`config.mk`:
```
export PLATFORM = sky130hd
export DESIGN_NAME = status_unit
export DESIGN_NICKNAME = d
export VERILOG_FILES = /design/src/rtl/arch_defs_pkg.sv /design/src/rtl/flag_stack.sv /design/src/rtl/status_unit.sv
export SDC_FILE = /design/constraint.sdc
export NUM_CORES = 1
export LEC_CHECK = 0
export ABC_AREA = 1
export BUFFER_PORTS_ARGS = -buffer_cell sky130_fd_sc_hd__buf_2
export CAP_MARGIN = 30
export CORE_MARGIN = 1.5
export CORE_UTILIZATION = 45
export DETAILED_ROUTE_END_ITERATION = 7
export GPL_ROUTABILITY_DRIVEN = 1
export PLACE_DENSITY = 0.68
export SLEW_MARGIN = 40
export SYNTH_ARGS = -nofsm -noshare
export SYNTH_HDL_FRONTEND = slang
export SYNTH_SLANG_ARGS = --single-unit
```
`constraint.sdc`:
```
create_clock -name clk -period 2.1 [get_ports clk]
set_clock_uncertainty 0.05 [all_clocks]
set_input_delay 0.105 -clock clk [delete_from_list [all_inputs] [get_ports clk]]
set_output_delay 0.105 -clock clk [all_outputs]
set_load 0.005 [all_outputs]
```
`src/rtl/arch_defs_pkg.sv`:
```
// Shared flag and branch-condition definitions for the status unit.
// Latency: n/a (types and constants only); no backpressure.
package arch_defs_pkg;

    localparam int FLAG_Z = 0;
    localparam int FLAG_C = 1;
    localparam int FLAG_N = 2;

    localparam int DEFAULT_STACK_DEPTH = 4;

    typedef logic [2:0] flags_t;

    typedef enum logic [2:0] {
        COND_ALWAYS = 3'b000,
        COND_Z      = 3'b001,
        COND_NZ     = 3'b010,
        COND_C      = 3'b011,
        COND_NC     = 3'b100,
        COND_N      = 3'b101,
        COND_NN     = 3'b110,
        COND_NEVER  = 3'b111
    } cond_sel_e;

endpackage

```
`src/rtl/flag_stack.sv`:
```
// LIFO of saved flag words with occupancy flags and a sticky misuse error.
// Latency: write/pointer move at the request edge, read data is combinational; no backpressure (bad requests are dropped).
module flag_stack
    import arch_defs_pkg::*;
#(
    parameter int DEPTH = DEFAULT_STACK_DEPTH
) (
    input  logic   clk,
    input  logic   reset,
    input  logic   i_push,
    input  logic   i_pop,
    input  flags_t i_wr_dat,
    output flags_t o_rd_dat,
    output logic   o_pop_ok,
    output logic   o_full,
    output logic   o_empty,
    output logic   o_err
);

    localparam int AW = (DEPTH > 1) ? $clog2(DEPTH) : 1;
    localparam int PW = $clog2(DEPTH + 1);

    logic [PW-1:0] r_ptr;
    logic          r_err;
    flags_t        r_mem [DEPTH];

    logic          w_full;
    logic          w_empty;
    logic          w_push_ok;
    logic          w_pop_ok;
    logic          w_fault;
    logic [AW-1:0] w_wr_idx;
    logic [AW-1:0] w_rd_idx;

    // Pointer counts 0..DEPTH so full and empty are distinguishable without wrap.
    assign w_full    = (r_ptr == PW'(DEPTH));
    assign w_empty   = (r_ptr == '0);
    assign w_push_ok = i_push & ~i_pop & ~w_full;
    assign w_pop_ok  = i_pop & ~i_push & ~w_empty;
    assign w_fault   = (i_push & i_pop) | (i_push & w_full) | (i_pop & w_empty);
    assign w_wr_idx  = r_ptr[AW-1:0];
    assign w_rd_idx  = AW'(r_ptr - PW'(1));

    always_ff @(posedge clk) begin
        if (reset) begin
            r_ptr <= '0;
            r_err <= 1'b0;
        end else begin
            if (w_push_ok)
                r_ptr <= r_ptr + PW'(1);
            else if (w_pop_ok)
                r_ptr <= r_ptr - PW'(1);
            if (w_fault)
                r_err <= 1'b1;
        end
    end

    // Entries need no reset: the pointer guarantees a read only follows a write.
    always_ff @(posedge clk) begin
        if (!reset && w_push_ok)
            r_mem[w_wr_idx] <= i_wr_dat;
    end

    assign o_rd_dat = r_mem[w_rd_idx];
    assign o_pop_ok = w_pop_ok;
    assign o_full   = w_full;
    assign o_empty  = w_empty;
    assign o_err    = r_err;

endmodule

```
`src/rtl/status_unit.sv`:
```
// CPU status flags {N,C,Z}: ALU capture, carry force, save/restore stack, branch condition decode.
// Latency: flag updates visible one cycle after the request; cond_true is combinational; no backpressure.
module status_unit
    import arch_defs_pkg::*;
#(
    parameter int STACK_DEPTH = DEFAULT_STACK_DEPTH
) (
    input  logic       clk,
    input  logic       reset,
    input  logic       alu_zero,
    input  logic       alu_carry,
    input  logic       alu_negative,
    input  logic       load_nzc,
    input  logic       load_nz,
    input  logic       set_carry,
    input  logic       clr_carry,
    input  logic       push,
    input  logic       pop,
    input  logic [2:0] cond_sel,
    output logic [2:0] flags,
    output logic       carry_to_alu,
    output logic       cond_true,
    output logic       stack_full,
    output logic       stack_empty,
    output logic       stack_err
);

    flags_t r_flags;
    flags_t w_nxt_flags;
    flags_t w_pop_dat;
    logic   w_pop_ok;

    flag_stack #(
        .DEPTH (STACK_DEPTH)
    ) u_flag_stack (
        .clk      (clk),
        .reset    (reset),
        .i_push   (push),
        .i_pop    (pop),
        .i_wr_dat (r_flags),
        .o_rd_dat (w_pop_dat),
        .o_pop_ok (w_pop_ok),
        .o_full   (stack_full),
        .o_empty  (stack_empty),
        .o_err    (stack_err)
    );

    // A rejected pop falls through so ALU/carry requests in the same cycle still land.
    always_comb begin
        w_nxt_flags = r_flags;
        if (w_pop_ok)
            w_nxt_flags = w_pop_dat;
        else if (load_nzc)
            w_nxt_flags = {alu_negative, alu_carry, alu_zero};
        else if (load_nz) begin
            w_nxt_flags[FLAG_Z] = alu_zero;
            w_nxt_flags[FLAG_N] = alu_negative;
        end else if (set_carry)
            w_nxt_flags[FLAG_C] = 1'b1;
        else if (clr_carry)
            w_nxt_flags[FLAG_C] = 1'b0;
    end

    always_ff @(posedge clk) begin
        if (reset)
            r_flags <= '0;
        else
            r_flags <= w_nxt_flags;
    end

    always_comb begin
        cond_true = 1'b0;
        case (cond_sel_e'(cond_sel))
            COND_ALWAYS: cond_true = 1'b1;
            COND_Z:      cond_true = r_flags[FLAG_Z];
            COND_NZ:     cond_true = ~r_flags[FLAG_Z];
            COND_C:      cond_true = r_flags[FLAG_C];
            COND_NC:     cond_true = ~r_flags[FLAG_C];
            COND_N:      cond_true = r_flags[FLAG_N];
            COND_NN:     cond_true = ~r_flags[FLAG_N];
            COND_NEVER:  cond_true = 1'b0;
            default:     cond_true = 1'b0;
        endcase
    end

    assign flags        = r_flags;
    assign carry_to_alu = r_flags[FLAG_C];

endmodule

```
==> results of run 1 <==
routing by layer:
metal,vias to the layer above,GRT usage (%),wire (µm)
met4,0,8.11,23
li1,456,-,-
met2,22,33.1,1080
met1,424,23.1,889
met3,2,3.57,73
met5,-,0,0
kinds of logic (layout without fill, tap and decap cells):
kind of cell | count (synthesis) | count (layout) | synth area share, %
fa+ha+maj | 5 | 5 | 6.11
buf+inv | 28 | 53 | 11.0
compound gates | 15 | 15 | 7.70
flops | 19 | 19 | 48.9
simple gates | 59 | 59 | 26.3
Yosys cell counts (all sizes together):
master and number:
nand2 30, inv 26, nand3 17, edfxtp 12, nor2 9, a21oi 7
dfxtp 7, o21ai 6, ha 5, buf 2, nand4 2, nand3b 1
o211ai 1, o22ai 1
critical path, delay by kind of cell (launching register included):
family | cells | cell delay, ns
simple gates | 3 | 0.62
flops | 1 | 0.40
fa+ha+maj | 1 | 0.22
buf+inv | 1 | 0.10
stage by stage:
step	total power [mW]	std cells	instance area [µm²]	setup slack [ns]	hold slack [ns]
floorplan	0.683	126	1020	0.512	0.124
global route	1.04	179	1200	0.300	0.120
detailed placement	0.781	174	1160	0.437	0.299
finish	0.965	179	1200	0.409	0.0956
CTS	0.969	179	1200	0.417	0.0889
global placement	0.772	174	1160	0.518	0.294
layout make-up:
cell class,count,area share [%]
multi-input cells,79,34.3
well taps,28,2.93
clock buffers,3,1.88
inverters,26,8.16
flip-flops and latches,19,41.8
repair buffers,23,10.3
clock inverters,1,0.628
what timing repair did:
action	4_1_cts	5_1_grt
endpoints found under the hold margin	5	0
hold buffers	1	0
buffers inserted	0	0
registers in the layout, summed over array words and instances (netlist names):
name	flops
u_flag_stack.r_ptr	3
u_flag_stack.o_err	1
u_flag_stack.r_mem	12
flags	3
power by group through the flow:
| stage | sequential [mW] | combinational (mW) | clock [mW] |
|---|---|---|---|
| after floorplan | 0.470 | 0.213 | 0 |
| after global placement | 0.476 | 0.296 | 0 |
| after detailed placement | 0.477 | 0.303 | 0 |
| after CTS | 0.469 | 0.306 | 0.195 |
| after global routing | 0.474 | 0.351 | 0.211 |
| final | 0.469 | 0.305 | 0.191 |
final timing paths:
path                                            from                                  to  slack (ns)  cells past startpoint
setup reg to reg  u_flag_stack.r_ptr[1]$_SDFFE_PP0P_  u_flag_stack.r_mem[2][1]$_DFFE_PP_        0.41                      5
hold reg to reg      u_flag_stack.o_err$_SDFFE_PP0P_     u_flag_stack.o_err$_SDFFE_PP0P_        0.41                      2
hold / removal                               load_nz               flags[2]$_SDFFE_PP0P_         0.1                      4
setup / recovery  u_flag_stack.r_ptr[1]$_SDFFE_PP0P_  u_flag_stack.r_mem[2][1]$_DFFE_PP_        0.41                      5
==> metrics.txt, run 1 <==
kind of critical path=flip-flop to flip-flop; clock power share=19.8%; Hold Vio Cnt, Final=0; Root Driver=clkbuf_4; Clock transition at path regs=0.11 ns; Setup TNS=0 ns; Std-Cell Core Area=0.00217 mm²; TritonCTS clock tree=done; maximum clock path buffer count=2; number of CTS-inserted buffers=3; top-level I/O count=22; # nets final=171; # diodes=0; Util after Layout=55.1%; DPL Wire Length=1650 µm; fmax=591 MHz; Sink Count=19; RePlAce Congestion=0.852; H-tree depth=1; # fillers=225; Worst-Skew Late Latency=0.30 ns; Port Buffer Count=21; Critical Path Slowest Stage Cell=dfxtp_1; Net Sw Frac=35.1%; crit path capture type=flip-flop; Cell Rows=17; pwr dens=807 mW/mm²; Req. time, crit path=2.05 ns; layout cells sized above 1=21.9%; area delta synth->final=16.9%; Vias=904; register area share after synthesis=48.9%; HP Class=input pin to flip-flop; drt wl/cell=11.5 µm; Tcrit/Tclk final=80.5%; Synthesized Nets=145; die width=50.7 µm; area of the mapped netlist=0.00102 mm²; Resized Gates After CTS=0; Cell variety after synth=20; maximum vdd drop=0.000495 V; Slew @ Worst Pin=0.286 ns; gr usage total=19.1%; Synth top area share=35.2%; leakage=0.572 nW; Worst slew margin=80.8%; Initial DRT Pass Iterations=4; status=completed; Ys Warns=0; Via density=5.05; Multi-input gate area=410 µm²; Starting Density=47.2%; top cells by area, synth=edfxtp_1, dfxtp_1, nand2_1; GRT Residual Overflow=0; slowest stage delay, CP=0.40 ns; Die Ht=50.7 µm; min cycle time layout=1.69 ns; Final setup viols=0; Storage cell area=500 µm²; P_sw=0.338 mW; Iteration-0 DRC Markers=14; P_int=0.627 mW; DRC violations left=0; max-cap viol count=0; CP arrival=1.64 ns; Final Max Tran Viols=0; vias in the first global route=830; Cell Chain, Critical Path=inv_1 -> ha_1 -> nand2_1 -> nand4_1 -> nor2_1; Reg power frac=48.6%; CP max FO=4; initial antenna violation count=0; WL final=2060 µm; largest net degree at the start of global routing=13; cells after synthesis=126; CP startpoint kind=flip-flop; synthesized area per cell=8.12 µm²; number of synthesized register bits=19; leading cell type in the layout, fill and taps excluded=nand2_1; global-route wire length before repair=3580 µm; RSZ-0062 raised after global routing=no; most frequent cells in the layout=nand2_1, inv_1, buf_2; Yosys top cell by area=edfxtp_1; ANT nets after route=0; die area=0.00257 mm²; Logic pwr share=31.6%
No activity file was read; power rests on OpenSTA's default activity.
==> inputs of run 2 (changes only) <==
--- a/config.mk
+++ b/config.mk
@@ -12,7 +12,7 @@
 export CORE_UTILIZATION = 45
 export DETAILED_ROUTE_END_ITERATION = 7
 export GPL_ROUTABILITY_DRIVEN = 1
-export PLACE_DENSITY = 0.68
+export PLACE_DENSITY = 0.71
 export SLEW_MARGIN = 40
 export SYNTH_ARGS = -nofsm -noshare
 export SYNTH_HDL_FRONTEND = slang
==> constraint.sdc (replaced) <==
create_clock -name clk -period 1.35 [get_ports clk]
set_clock_uncertainty 0.05 [all_clocks]
set_input_delay 0.0675 -clock clk [delete_from_list [all_inputs] [get_ports clk]]
set_output_delay 0.0675 -clock clk [all_outputs]
set_load 0.005 [all_outputs]
==> run 2 against run 1 <==
Against the previous run: the run now ends with setup timing left; final area increased by 20%; critical path depth rose by 1; combinational power grew to 2.9 times the previous value; critical endpoint is now u_flag_stack.r_mem[2][2]$_DFFE_PP_.
==> metrics.txt, run 2 (synthesis gave the netlist of run 1 again) <==
status=complete, but fails checks; failing checks=setup timing; Worst slew margin=78.6%; Clock transition at path regs=0.12 ns; # nets final=183; DRC violations left=0; Largest register FFs=12; Sink Count=19; largest net degree at the start of global routing=12; initial antenna violation count=0; ANT nets after route=0; WL final=2510 µm; maximum vdd drop=0.000858 V; Hold Vio Cnt, Final=0; gr usage total=19.8%; # diodes=0; Cell Chain, Critical Path=inv_8 -> ha_4 -> nand2_2 -> nand4_1 -> buf_6 -> nor2_4; GRT Residual Overflow=0; Crit path max-delay family=flip-flops; grt met2 use=33.1%; leakage=0.659 nW; CP startpoint kind=flip-flop; layout cells sized above 1=42.9%; met3 usage=2.38%; drt wl/cell=13.1 µm; top-level I/O count=22; CP max FO=4; worst setup margin=-0.0928 ns; fmax=693 MHz; DPL Wire Length=1700 µm; global-route wire length before repair=3670 µm; Critical Path Slowest Stage Cell=dfxtp_4; Tcrit/Tclk final=107%; leading cell type in the layout, fill and taps excluded=nand2_1; Cell Rows=17; RSZ-0062 raised after global routing=yes; Initial DRT Pass Iterations=4; HP Class=input pin to flip-flop; Iteration-0 DRC Markers=17; largest reg by FF count=u_flag_stack.r_mem; max-cap viol count=0; GRT Max-Usage Layer=met2; min cycle time layout=1.44 ns; Vias=1,003; die width=50.7 µm; # fillers=175; pwr dens=1320 mW/mm²; maximum clock path buffer count=2; Worst-Skew Late Latency=0.31 ns; die area=0.00257 mm²; most frequent cells in the layout=nand2_1, inv_1, buf_2; CP arrival=1.40 ns; Req. time, crit path=1.31 ns; Via density=5.25; Std-Cell Core Area=0.00217 mm²; slowest stage delay, CP=0.39 ns; Slew @ Worst Pin=0.320 ns; vias in the first global route=870; Port Buffer Count=21; dpl ws=-0.0730 ns; RePlAce Congestion=0.792; Tot Pwr=1.89 mW; Final Max Tran Viols=0; Final setup viols=16; Starting Density=47.2%; Root Driver=clkbuf_4; M1 GR Usage=23.6%; H-tree depth=1; Util after Layout=66.0%; number of CTS-inserted buffers=3; Die Ht=50.7 µm; TritonCTS clock tree=done; crit path capture type=flip-flop; area delta synth->final=39.9%; Setup TNS=-1.04 ns; CP Buf/Inv Count=2; kind of critical path=flip-flop to flip-flop
==> run 2: repair_timing <==
item	CTS	global route
gates resized for setup	15	23
hold buffers	1	0
endpoints found under the setup margin	20	21
pin swaps	1	5
hold endpoints to repair	5	0
setup buffers	0	2
==> run 2: cell type report <==
type / instances / area, µm² / share of cell area (%)
sequential: 19 / 510 / 35.7
multi-input combinational: 79 / 515 / 36.0
clock inverter: 1 / 5.00 / 0.350
clock buffer: 3 / 22.5 / 1.57
timing repair buffer: 35 / 235 / 16.4
tap: 28 / 35.0 / 2.45
inverter: 26 / 108 / 7.52
==> run 2: per-stage QoR <==
step | cell area [µm²] | hold WS (ns) | std cells
3_3_place_gp | 1260 | 0.265 | 184
3_5_place_dp | 1260 | 0.268 | 184
6_report | 1430 | 0.0538 | 191
5_1_grt | 1430 | 0.0925 | 191
2_1_floorplan | 1060 | 0.0866 | 126
4_1_cts | 1350 | 0.0523 | 189
==> run 2: power by group <==
group / switching (mW) / leakage (nW) / total [mW] / internal, mW
Clock: 0.180 / 0.0177 / 0.291 / 0.111
Sequential: 0.0412 / 0.170 / 0.725 / 0.683
Combinational: 0.463 / 0.471 / 0.875 / 0.412
Total: 0.684 / 0.659 / 1.89 / 1.21
==> run 2: worst reg2reg max path, delay by kind of cell (launching register included) <==
family | cells | cell delay (ns)
flip-flops | 1 | 0.39
adder cells (fa/ha/maj) | 1 | 0.15
buffers and inverters | 2 | 0.20
AND/OR/NAND/NOR | 3 | 0.34
==> run 2: path summary, 6_finish.rpt <==
kind	depth (start not counted)	slack [ns]	to	from
min	4	0.05	flags[2]$_SDFFE_PP0P_	load_nz
max reg2reg	6	-0.09	u_flag_stack.r_mem[2][2]$_DFFE_PP_	u_flag_stack.r_ptr[0]$_SDFFE_PP0P_
max	6	-0.09	u_flag_stack.r_mem[2][2]$_DFFE_PP_	u_flag_stack.r_ptr[0]$_SDFFE_PP0P_
min reg2reg	2	0.41	u_flag_stack.o_err$_SDFFE_PP0P_	u_flag_stack.o_err$_SDFFE_PP0P_
==> run 2: layer usage <==
metal	up-vias	wire length, µm
met5	-	0
met4	0	99
met3	11	136
met2	46	1230
met1	468	1040
li1	478	-
